`src/rtl/fetch_sequencer.sv`:
```
// Program-counter sequencer: IDLE/RUN/DONE run control, absolute and PC-relative
// jumps through a small register LUT, stall hold, and a saturating run-cycle counter.
module fetch_sequencer #(
  parameter int D          = 12,
  parameter int L          = 4,
  parameter int START_ADDR = 0,
  parameter int HALT_ADDR  = 128,
  parameter int CW         = 16
) (
  input  logic         clk,
  input  logic         reset,
  input  logic         req,
  input  logic         stall,
  input  logic         reljump_en,
  input  logic         absjump_en,
  input  logic [L-1:0] lut_sel,
  input  logic         lut_wr_en,
  input  logic [L-1:0] lut_wr_addr,
  input  logic [D-1:0] lut_wr_data,
  output logic [D-1:0] prog_ctr,
  output logic         instr_valid,
  output logic         busy,
  output logic         done,
  output logic [CW-1:0] cycle_count
);
  localparam logic [D-1:0] START = D'(START_ADDR);
  localparam logic [D-1:0] HALT  = D'(HALT_ADDR);

  typedef enum logic [1:0] {IDLE, RUN, DONE} state_t;

  state_t         state, state_nxt;
  logic [D-1:0]   pc_nxt;
  logic           cnt_clr, cnt_inc;
  logic [D-1:0]   lut [2**L];
  logic [D-1:0]   lut_rd;

  // Read sees the pre-write contents; a same-cycle write lands at the edge.
  assign lut_rd = lut[lut_sel];

  always_ff @(posedge clk or posedge reset) begin
    if (reset) begin
      state    <= IDLE;
      prog_ctr <= START;
    end else begin
      state    <= state_nxt;
      prog_ctr <= pc_nxt;
    end
  end

  always_comb begin
    state_nxt = state;
    pc_nxt    = prog_ctr;
    cnt_clr   = 1'b0;
    cnt_inc   = 1'b0;
    case (state)
      IDLE: begin
        pc_nxt = START;
        if (req) begin
          state_nxt = RUN;
          cnt_clr   = 1'b1;
        end
      end
      RUN: begin
        cnt_inc = 1'b1;
        if (prog_ctr == HALT)  state_nxt = DONE;
        else if (!stall) begin
          if (absjump_en)      pc_nxt = lut_rd;
          else if (reljump_en) pc_nxt = prog_ctr + lut_rd;
          else                 pc_nxt = prog_ctr + 1'b1;
        end
      end
      DONE: begin
        if (!req) begin
          state_nxt = IDLE;
          pc_nxt    = START;
        end
      end
      default: begin
        state_nxt = IDLE;
        pc_nxt    = START;
      end
    endcase
  end

  always_ff @(posedge clk or posedge reset) begin
    if (reset)                          cycle_count <= '0;
    else if (cnt_clr)                   cycle_count <= '0;
    else if (cnt_inc && ~&cycle_count)  cycle_count <= cycle_count + 1'b1;
  end

  always_ff @(posedge clk or posedge reset) begin
    if (reset) begin
      for (int i = 0; i < 2**L; i++) lut[i] <= '0;
    end else if (lut_wr_en) begin
      lut[lut_wr_addr] <= lut_wr_data;
    end
  end

  assign busy        = (state == RUN);
  assign done        = (state == DONE);
  assign instr_valid = (state == RUN) && !stall && (prog_ctr != HALT);
endmodule

```
`config.mk`:
```
export PLATFORM = sky130hd
export DESIGN_NAME = fetch_sequencer
export DESIGN_NICKNAME = d
export VERILOG_FILES = /design/src/rtl/fetch_sequencer.sv
export SDC_FILE = /design/constraint.sdc
export NUM_CORES = 1
export LEC_CHECK = 0
export ABC_AREA = 0
export CAP_MARGIN = 30
export CELL_PAD_IN_SITES_DETAIL_PLACEMENT = 1
export CELL_PAD_IN_SITES_GLOBAL_PLACEMENT = 1
export CORE_ASPECT_RATIO = 1.25
export CORE_UTILIZATION = 45
export CTS_CLUSTER_DIAMETER = 50
export DETAILED_ROUTE_END_ITERATION = 8
export PLACE_DENSITY_LB_ADDON = 0.08
export SLEW_MARGIN = 0
export SYNTH_ARGS = -nofsm -noshare
export SYNTH_HDL_FRONTEND = slang
export SYNTH_SLANG_ARGS = --single-unit
```
`constraint.sdc`:
```
create_clock -name clk -period 7.95 [get_ports clk]
set_input_delay 0.795 -clock clk [delete_from_list [all_inputs] [get_ports clk]]
set_output_delay 0.795 -clock clk [all_outputs]
set_load 0.005 [all_outputs]
```
# Word-level counts from Yosys, hierarchy flattened
# Index checks and enable logic that the tools add are counted.
dict set report totals {
  latch_bits 0
  register_bits 222
  n_memories 0
  output_inout_bits 31
  ram_bits 0
  romBits 0
  wordCells 68
}
dict set report classes {
  shift 0
  muxes 21
  addsub 3
  div_mod_pow 0
  eq_ne 9
  mul 0
  order_cmp 3
  n_reduce_logical 11
  n_bitwise 2
}
# operator count
set ops {}
lappend ops {{bitwise mux 192 bit} 1}
lappend ops {{2-to-1 mux 12 bit} 8}
lappend ops {{binary-select mux 12 bit (select 4 bit)} 1}
lappend ops {{demux 12 bit (select 4 bit)} 1}
lappend ops {{2-to-1 mux 16 bit} 2}
lappend ops {{one-hot mux 12 bit (2 select lines)} 1}
lappend ops {{adder 16 x 1 -> 16 bit (second input constant)} 1}
lappend ops {{AND reduction 16 bit} 1}
lappend ops {{adder 12 x 1 -> 12 bit (second input constant)} 1}
lappend ops {{adder 12 bit} 1}
lappend ops {{== test 12 x 8 -> 1 bit (second input constant)} 1}
lappend ops {{inequality test 12 x 8 -> 1 bit (second input constant)} 1}
lappend ops {{greater-or-equal comparator 5 bit (second input constant)} 2}
lappend ops {{inverter 4 -> 5 bit} 2}
lappend ops {{inequality test 2 bit (second input constant)} 4}
lappend ops {{2-to-1 mux 2 bit} 3}
lappend ops {{one-hot mux 2 bit (3 select lines)} 1}
lappend ops {{AND reduction 3 bit} 2}
lappend ops {{less-than comparator 5 x 1 -> 1 bit (second input constant)} 1}
lappend ops {{logical AND 1 bit} 4}
lappend ops {{2-to-1 mux 1 bit} 3}
lappend ops {{== test 2 x 1 -> 1 bit (second input constant)} 1}
lappend ops {{== test 2 bit (second input constant)} 1}
lappend ops {{zero test 1 bit} 2}
lappend ops {{other kinds (3)} 3}

# Logic depth before layout (Yosys ltp)
# Gate-level depths: netlist (run 1).
dict set report depth {
  depth_word 10
  ltp_mapped 15
}

# Least setup slack after synthesis (run 1)
# OpenSTA, ideal clock, no wires.
dict set report synth_timing {
  path_type {input port to flip-flop}
  from {input lut_sel[1]}
  to {register prog_ctr[11]}
  path_stages 13
  slack_ns 3.951
  n_path_buf 2
  setup_ns 0.069
  arrival_time_ns 3.931
  path_cell_list {buf_2 clkbuf_1 mux4_2 mux4_2 and2_1 ha_1 or3_1 a21oi_1 a211oi_1 o21ai_0 xnor2_1 or3_1 nand3_1}
}
dict set report synth_between {
  elab_chain_len 10
}
# item line
set synth_lines {}
lappend synth_lines {{from (decl)} 16} ;# input logic [L-1:0] lut_sel,
lappend synth_lines {{inverter 4 -> 5 bit (not written as such) (*)} 38} ;# assign lut_rd = lut[lut_sel];
lappend synth_lines {{binary-select mux 12 bit (select 4 bit) (*)} 38}
lappend synth_lines {{2-to-1 mux 12 bit (not written as such) (*) (2 in a row)} 38}
lappend synth_lines {{adder 12 bit} 68} ;# else if (reljump_en) pc_nxt = prog_ctr + lut_rd;
lappend synth_lines {{2-to-1 mux 12 bit} 68}
lappend synth_lines {{2-to-1 mux 12 bit (*)} 67} ;# if (absjump_en) pc_nxt = lut_rd;
lappend synth_lines {{2-to-1 mux 12 bit (*)} 66} ;# else if (!stall) begin
lappend synth_lines {{2-to-1 mux 12 bit (*)} 65} ;# if (prog_ctr == HALT) state_nxt = DONE;
lappend synth_lines {{one-hot mux 12 bit (2 select lines) (*)} 55} ;# case (state)
lappend synth_lines {{to (signal assigned)} 46} ;# prog_ctr <= pc_nxt;
lappend synth_lines {{to (decl)} 20} ;# output logic [D-1:0] prog_ctr,
# Every way passes the cells marked *; elsewhere a longest branch is shown, timed or not. The select of a mux whose other input is x is not followed.
# A chain may end at the register's enable or synchronous reset.

# Worst setup path after layout (run 1)
dict set report layout_timing {
  from {input lut_sel[0]}
  to {register prog_ctr[11]}
}
# The elaborated chain is that of the path after synthesis.

==> impl_metrics.env, run 1 <==
export IMPL_synth_commonest_cells="222 x dfrtp_1, 108 x mux2_1, 85 x mux2_2"
export IMPL_synth_edff_count=0
export IMPL_synth_seq_cells=222
export IMPL_status="complete, no violations"
export IMPL_drtIter0Drc=220
export IMPL_utilization_pct=54.09
export IMPL_cp_max_fo=27
export IMPL_syn_area_per_cell_um2=14.41
export IMPL_cts_setup_buffers=0
export IMPL_design_core_area_um2=23120
export IMPL_clk_path_buf_depth=3
export IMPL_routabilityCongestion=0.7851
export IMPL_p_leak_nw=5.374
export IMPL_cp_cell_sequence="buf_2, buf_4, mux4_2, mux4_2, nand2_1, inv_1, ha_1, a211o_1, a21oi_1, a211oi_1, o21ai_0, xnor2_1, or3_1, nand3_1"
export IMPL_vias=6525
export IMPL_port_buffers=57
export IMPL_cts_tree="built"
export IMPL_synth_flop_cell="dfrtp_1"
export IMPL_clk_latency_ps=520
export IMPL_slew_headroom_pct=34.37
export IMPL_async_reset_ff_share_pct=100.0
export IMPL_track_usage_pct=24.00
export IMPL_rows=62
export IMPL_vdd_drop_max_v=0.0001846
export IMPL_grt_pass1_vias=7340
export IMPL_register_area_um2=5555
export IMPL_ios=58
export IMPL_cts_resized=0
export IMPL_synth_top_area_share_pct=52.24
export IMPL_p_sw_mw=1.038
export IMPL_htreeDepth=1
export IMPL_dp_hpwl_mm=17.30
export IMPL_netlist_cell_type_count=53
export IMPL_synth_seq_area_share_pct=52.24
export IMPL_areaGrowthSynthToFinish_pct=17.58
export IMPL_grt_pass1_wl_mm=44.13
export IMPL_avgViaCountPerCell=5.905
export IMPL_hold_class="reg -> reg"
export IMPL_multiInputGateArea_um2=4846
export IMPL_antenna_found_initial=0
export IMPL_drt_first_pass_iters=4
export IMPL_clk_pin_slew_ps=60
export IMPL_comb_power_share_pct=23.9
export IMPL_synth_most_common_cell="dfrtp_1"
export IMPL_worst_setup_path_end_kind="flop"
export IMPL_worst_slew_pin_slew_ps=977.9
export IMPL_finClkSkew_ps=10.82
export IMPL_path_delay_family="buffers and inverters"
export IMPL_setup_violations=0
export IMPL_fillers=2240
export IMPL_cp_arrival_ps=5170
export IMPL_synthCells=738
export IMPL_gr_total_overflow=0
export IMPL_path_buf_inv=3
export IMPL_die_w_um=139.5
export IMPL_floorplan_initialDensity_pct=46.00
export IMPL_period_share_pct=59.39
export IMPL_cpMaxStageDelayCell="buf_4"
export IMPL_synth_top_area_cell="dfrtp_1"
export IMPL_cts_made_buffers=26
export IMPL_dieArea_um2=24250
export IMPL_ys_top_cells_by_area="dfrtp_1 52%, mux4_2 12%, mux2_1 11%"
export IMPL_wl_per_cell_um=24.62
export IMPL_dpl_cell_count=1055
export IMPL_hold_viol=0
export IMPL_die_h_um=173.9
export IMPL_max_freq_ghz=0.2118
export IMPL_cts_sinks=222
export IMPL_crit_top_cell="mux4_2"
export IMPL_drc=0
export IMPL_drv_cap=0
export IMPL_totalPowerFinal_mw=3.676
export IMPL_p_clk_share_pct=33.0
export IMPL_fin_crit_ps=4721
export IMPL_worstPathRequired_ps=8400
export IMPL_grt_max_degree=148
export IMPL_syn_nets=778
export IMPL_power_density_nw_per_um2=294.0
export IMPL_yosys_warnings=0
export IMPL_ant_nets=0
export IMPL_fin_setup_tns_ps=0
export IMPL_hold_buffers=0
export IMPL_cts_root_buf="clkbuf_16"
export IMPL_routed_wl_mm=27.20
export IMPL_layout_cells_non_filler=1105
export IMPL_antenna_cells=0
export IMPL_power_internal_mw=2.638
export IMPL_slowest_delay_ps=600
export IMPL_drive_gt1_share_pct=26.32
export IMPL_rsz0062_at_grt="no"
export IMPL_setup_slack_ps=3229
export IMPL_pre_cts_slack_ps=2669
export IMPL_seqPwrFrac_pct=43.1
export IMPL_slew_violations=0
export IMPL_synth_area_um2=10630
export IMPL_start_kind="primary input"
export IMPL_swShare_pct=28.23
export IMPL_final_nets=839
export IMPL_crit_type="in -> reg"
[power groups by stage]
stage	clock (mW)	sequential [mW]	combinational [mW]
final	1.21	1.58	0.877
after CTS	1.24	1.59	0.885
after global placement	0	1.59	0.830
after global routing	1.28	1.62	0.966
after detailed placement	0	1.61	0.879
after floorplan	0	1.54	0.603
[cells in the final DEF (no fill, tap or decap), types with 3 or more instances in the layout]
cell type / Yosys / final
nand3b_1: 3 / 3
nand4_1: 4 / 4
nand2b_1: 11 / 11
nand2_1: 24 / 24
clkbuf_8: 0 / 5
or3_1: 6 / 6
clkbuf_16: 0 / 27
nor2_1: 36 / 36
nand3_1: 5 / 5
a32oi_1: 4 / 4
inv_1: 7 / 6
nor4_1: 3 / 3
clkinv_4: 0 / 3
buf_4: 3 / 15
and3_1: 4 / 4
clkdlybuf4s50_1: 0 / 55
nor3_1: 3 / 3
and2_1: 10 / 10
mux2_1: 108 / 108
mux4_2: 59 / 59
a211oi_1: 3 / 3
xnor2_1: 7 / 7
mux2_2: 85 / 85
mux2i_1: 4 / 4
and4_1: 3 / 3
nor2b_1: 6 / 6
clkinv_2: 0 / 4
a21oi_1: 9 / 9
ha_1: 12 / 12
o21ai_0: 5 / 5
dfrtp_1: 222 / 222
o21ai_1: 12 / 12
clkbuf_1: 29 / 3
buf_16: 0 / 4
xor2_1: 11 / 11
[final cells by class]
type                       count  share of cell area, %
timing repair buffer          79                  6.565
clock buffer                  35                  6.044
multi-input combinational    461                  38.76
tap                          288                  2.882
clock inverter                11                 0.9907
sequential                   222                  44.43
inverter                       9                 0.3302
[sequential cells by signal (all words and copies together), names as in the netlist]
register	count
state	2
prog_ctr	12
cycle_count	16
lut	192
[final timing paths]
kind	from	end	slack [ps]	cells past startpoint
setup / recovery	lut_sel[0]	prog_ctr[11]	3230	14
hold / removal	lut[17]	lut[17]	480	1
setup reg to reg	lut[37]	prog_ctr[11]	4430	12
hold reg to reg	lut[17]	lut[17]	480	1
max in group asynchronous	reset	lut[180]	5990	5
min in group asynchronous	reset	cycle_count[9]	600	2
[kinds of logic (layout without fill, tap and decap cells)]
kind of cell / Yosys count / in the layout / share of synthesized area (%)
AND/OR/NAND/NOR: 123 / 123 / 5.942
buffers and inverters: 55 / 134 / 2.236
adder cells (fa/ha/maj): 13 / 13 / 1.600
AO/OA/AOI/OAI: 51 / 51 / 3.189
flip-flops: 222 / 222 / 52.24
XOR/XNOR: 18 / 18 / 1.483
multiplexers: 256 / 256 / 33.31
[per-layer routing]
metal  GRT usage (%)  share of wire (%)
met5               0                  0
met2           44.12                 53
met3           3.094                3.6
met4           6.574                2.5
met1           29.41                 41
[through the flow]
step           hold WS (ps)  area, µm²
4_1_cts               485.7      12420
6_report              479.5      12500
3_3_place_gp          461.7      11480
5_1_grt               500.9      12500
2_1_floorplan         452.4      10630
3_5_place_dp          472.1      11540
Power figures use the tool's default switching activity.
==> run 2, diff against run 1 <==
==> constraint.sdc (replaced) <==
create_clock -name clk -period 4 [get_ports clk]
set_input_delay 0.4 -clock clk [delete_from_list [all_inputs] [get_ports clk]]
set_output_delay 0.4 -clock clk [all_outputs]
set_load 0.005 [all_outputs]
==> run 2 against run 1 <==
Net effect: register-to-register slack worse by 3900 ps; flip-flop and latch count stayed put; setup slack worse by 2700 ps; combinational power is 98% higher; via count is 0.40% higher; die area stayed put; critical endpoint is now prog_ctr[10]; largest power group unchanged; highest routed layer unchanged.
==> impl_metrics.env, run 2 (same netlist as run 1, synthesis figures left out) <==
export IMPL_status="complete, no violations"
export IMPL_drc=0
export IMPL_cts_tree="built"
export IMPL_holdWs_ps=358.7
export IMPL_clk_path_buf_depth=3
export IMPL_slew_headroom_pct=34.12
export IMPL_final_nets=849
export IMPL_clk_latency_ps=540
export IMPL_cp_max_fo=27
export IMPL_cts_sinks=222
export IMPL_top_register="lut"
export IMPL_antenna_found_initial=0
export IMPL_layout_common_cells="222 x dfrtp_1, 108 x mux2_1, 85 x mux2_2, 59 x mux4_2, 55 x clkdlybuf4s50_1"
export IMPL_drv_cap=0
export IMPL_htreeDepth=1
export IMPL_ios=58
export IMPL_dp_hpwl_mm=18.10
export IMPL_largest_reg_flops=192
export IMPL_ant_nets=0
export IMPL_areaGrowthSynthToFinish_pct=19.06
export IMPL_routed_wl_mm=27.79
export IMPL_gr_total_overflow=0
export IMPL_hold_class="in -> async"
export IMPL_fin_crit_ps=3466
export IMPL_cts_root_buf="clkbuf_16"
export IMPL_rsz0062_at_grt="no"
export IMPL_period_share_pct=86.66
export IMPL_vias=6551
export IMPL_dpl_cell_count=1068
export IMPL_dieArea_um2=24250
export IMPL_routabilityCongestion=0.8280
export IMPL_cts_made_buffers=26
export IMPL_drive_gt1_share_pct=27.09
export IMPL_layout_commonest_cell="dfrtp_1"
export IMPL_cp_arrival_ps=3920
export IMPL_hold_viol=0
export IMPL_grt_pass1_wl_mm=44.00
export IMPL_hold_buffers=0
export IMPL_die_w_um=139.5
export IMPL_floorplan_initialDensity_pct=46.00
export IMPL_crit_type="in -> reg"
export IMPL_clk_pin_slew_ps=60
export IMPL_avgViaCountPerCell=5.875
export IMPL_drtIter0Drc=276
export IMPL_start_kind="primary input"
export IMPL_max_freq_ghz=0.2885
export IMPL_drt_first_pass_iters=4
export IMPL_cts_setup_buffers=0
export IMPL_largest_registers="lut x192, cycle_count x16, prog_ctr x12"
export IMPL_fin_setup_tns_ps=0
export IMPL_vdd_drop_max_v=0.0003218
export IMPL_cts_resized=0
export IMPL_layout_cells_non_filler=1115
export IMPL_setup_violations=0
export IMPL_worstPathRequired_ps=4450
export IMPL_wl_per_cell_um=24.92
export IMPL_power_density_nw_per_um2=584.6
export IMPL_port_buffers=57
export IMPL_design_core_area_um2=23120
export IMPL_grt_max_degree=79
export IMPL_finClkSkew_ps=15.27
export IMPL_slew_violations=0
export IMPL_track_usage_pct=24.28
export IMPL_worst_slew_pin_slew_ps=988.3
export IMPL_grt_pass1_vias=7280
export IMPL_rows=62
export IMPL_worst_setup_path_end_kind="flop"
export IMPL_p_leak_nw=5.447
export IMPL_antenna_cells=0
export IMPL_place_area_um2=11740
export IMPL_die_h_um=173.9
export IMPL_fin_area_um2=12660
-- run 2: changes by cell type in the layout (fill, tap and decap cells not counted), moves of 2 or more --
cell,previous run,this run
clkbuf_8,5,2
clkinvlp_4,0,2
bufinv_16,2,5
clkinv_2,4,7
buf_12,0,7
inv_6,2,0
clkinv_4,3,0
buf_4,15,20
-- run 2: routing by layer --
| metal | share of wire [%] | track usage, % | vias up |
|---|---|---|---|
| li1 | - | - | 2867 |
| met1 | 43 | 31.41 | 3529 |
| met2 | 52 | 42.90 | 115 |
| met3 | 3.2 | 2.956 | 40 |
| met4 | 2.3 | 6.759 | 0 |
| met5 | 0 | 0 | - |
-- run 2: critical path: stages --
cell,delay (ps)
buf_2,100
buf_12,240
buf_12,180
mux4_2,490
mux4_2,480
nand2b_1,160
ha_1,240
inv_1,90
fa_1,200
nor2b_1,70
o21ai_1,200
a21boi_1,150
o22ai_1,190
or4b_1,460
o211a_1,150
o21ai_1,100
-- run 2: worst paths after layout --
check                           start      endpoint  slack (ps)  depth (start not counted)
min in group clk              lut[16]       lut[16]         480                          1
min                             reset      lut[191]         360                          2
max in group asynchronous       reset      lut[183]        2770                          3
min reg2reg                   lut[16]       lut[16]         480                          1
max                        lut_sel[0]  prog_ctr[10]         530                         16
max reg2reg                    lut[1]  prog_ctr[11]         550                         12
-- run 2: layout make-up --
cell class                      count  area [µm²]
Clock buffer                       32       693.2
Clock inverter                     14       209.0
Fill cell                        2227       10460
Inverter                            9       37.54
Multi-Input combinational cell    461        4846
Sequential cell                   222        5555
Tap cell                          288       360.3
Timing Repair Buffer               89       959.7
-- run 2: power by group --
| group | internal, mW | switching, mW |
|---|---|---|
| Sequential | 2.79 | 0.370 |
| Clock | 1.55 | 0.943 |
| Combinational | 1.00 | 0.741 |
-- run 2: metrics by stage --
| step | setup WS, ps | utilization [%] | total power [mW] |
|---|---|---|---|
| after global placement | 129.6 | 50.40 | 4.818 |
| after global routing | 348.2 | 54.77 | 7.786 |
| final | 533.6 | 54.77 | 7.402 |
| after floorplan | 395.6 | - | 4.264 |
| after CTS | 527.3 | 54.70 | 7.484 |
| after detailed placement | 2.082 | 50.80 | 4.958 |
==> run 3, diff against run 2 <==
--- a/config.mk
+++ b/config.mk
@@ -13,6 +13,7 @@
 export CORE_UTILIZATION = 45
 export CTS_CLUSTER_DIAMETER = 50
 export DETAILED_ROUTE_END_ITERATION = 8
+export GPL_ROUTABILITY_DRIVEN = 0
 export PLACE_DENSITY_LB_ADDON = 0.08
 export SLEW_MARGIN = 0
 export SYNTH_ARGS = -nofsm -noshare
==> results of run 3 <==
No change in the layout: final DEF, timing and power equal those of run 2.
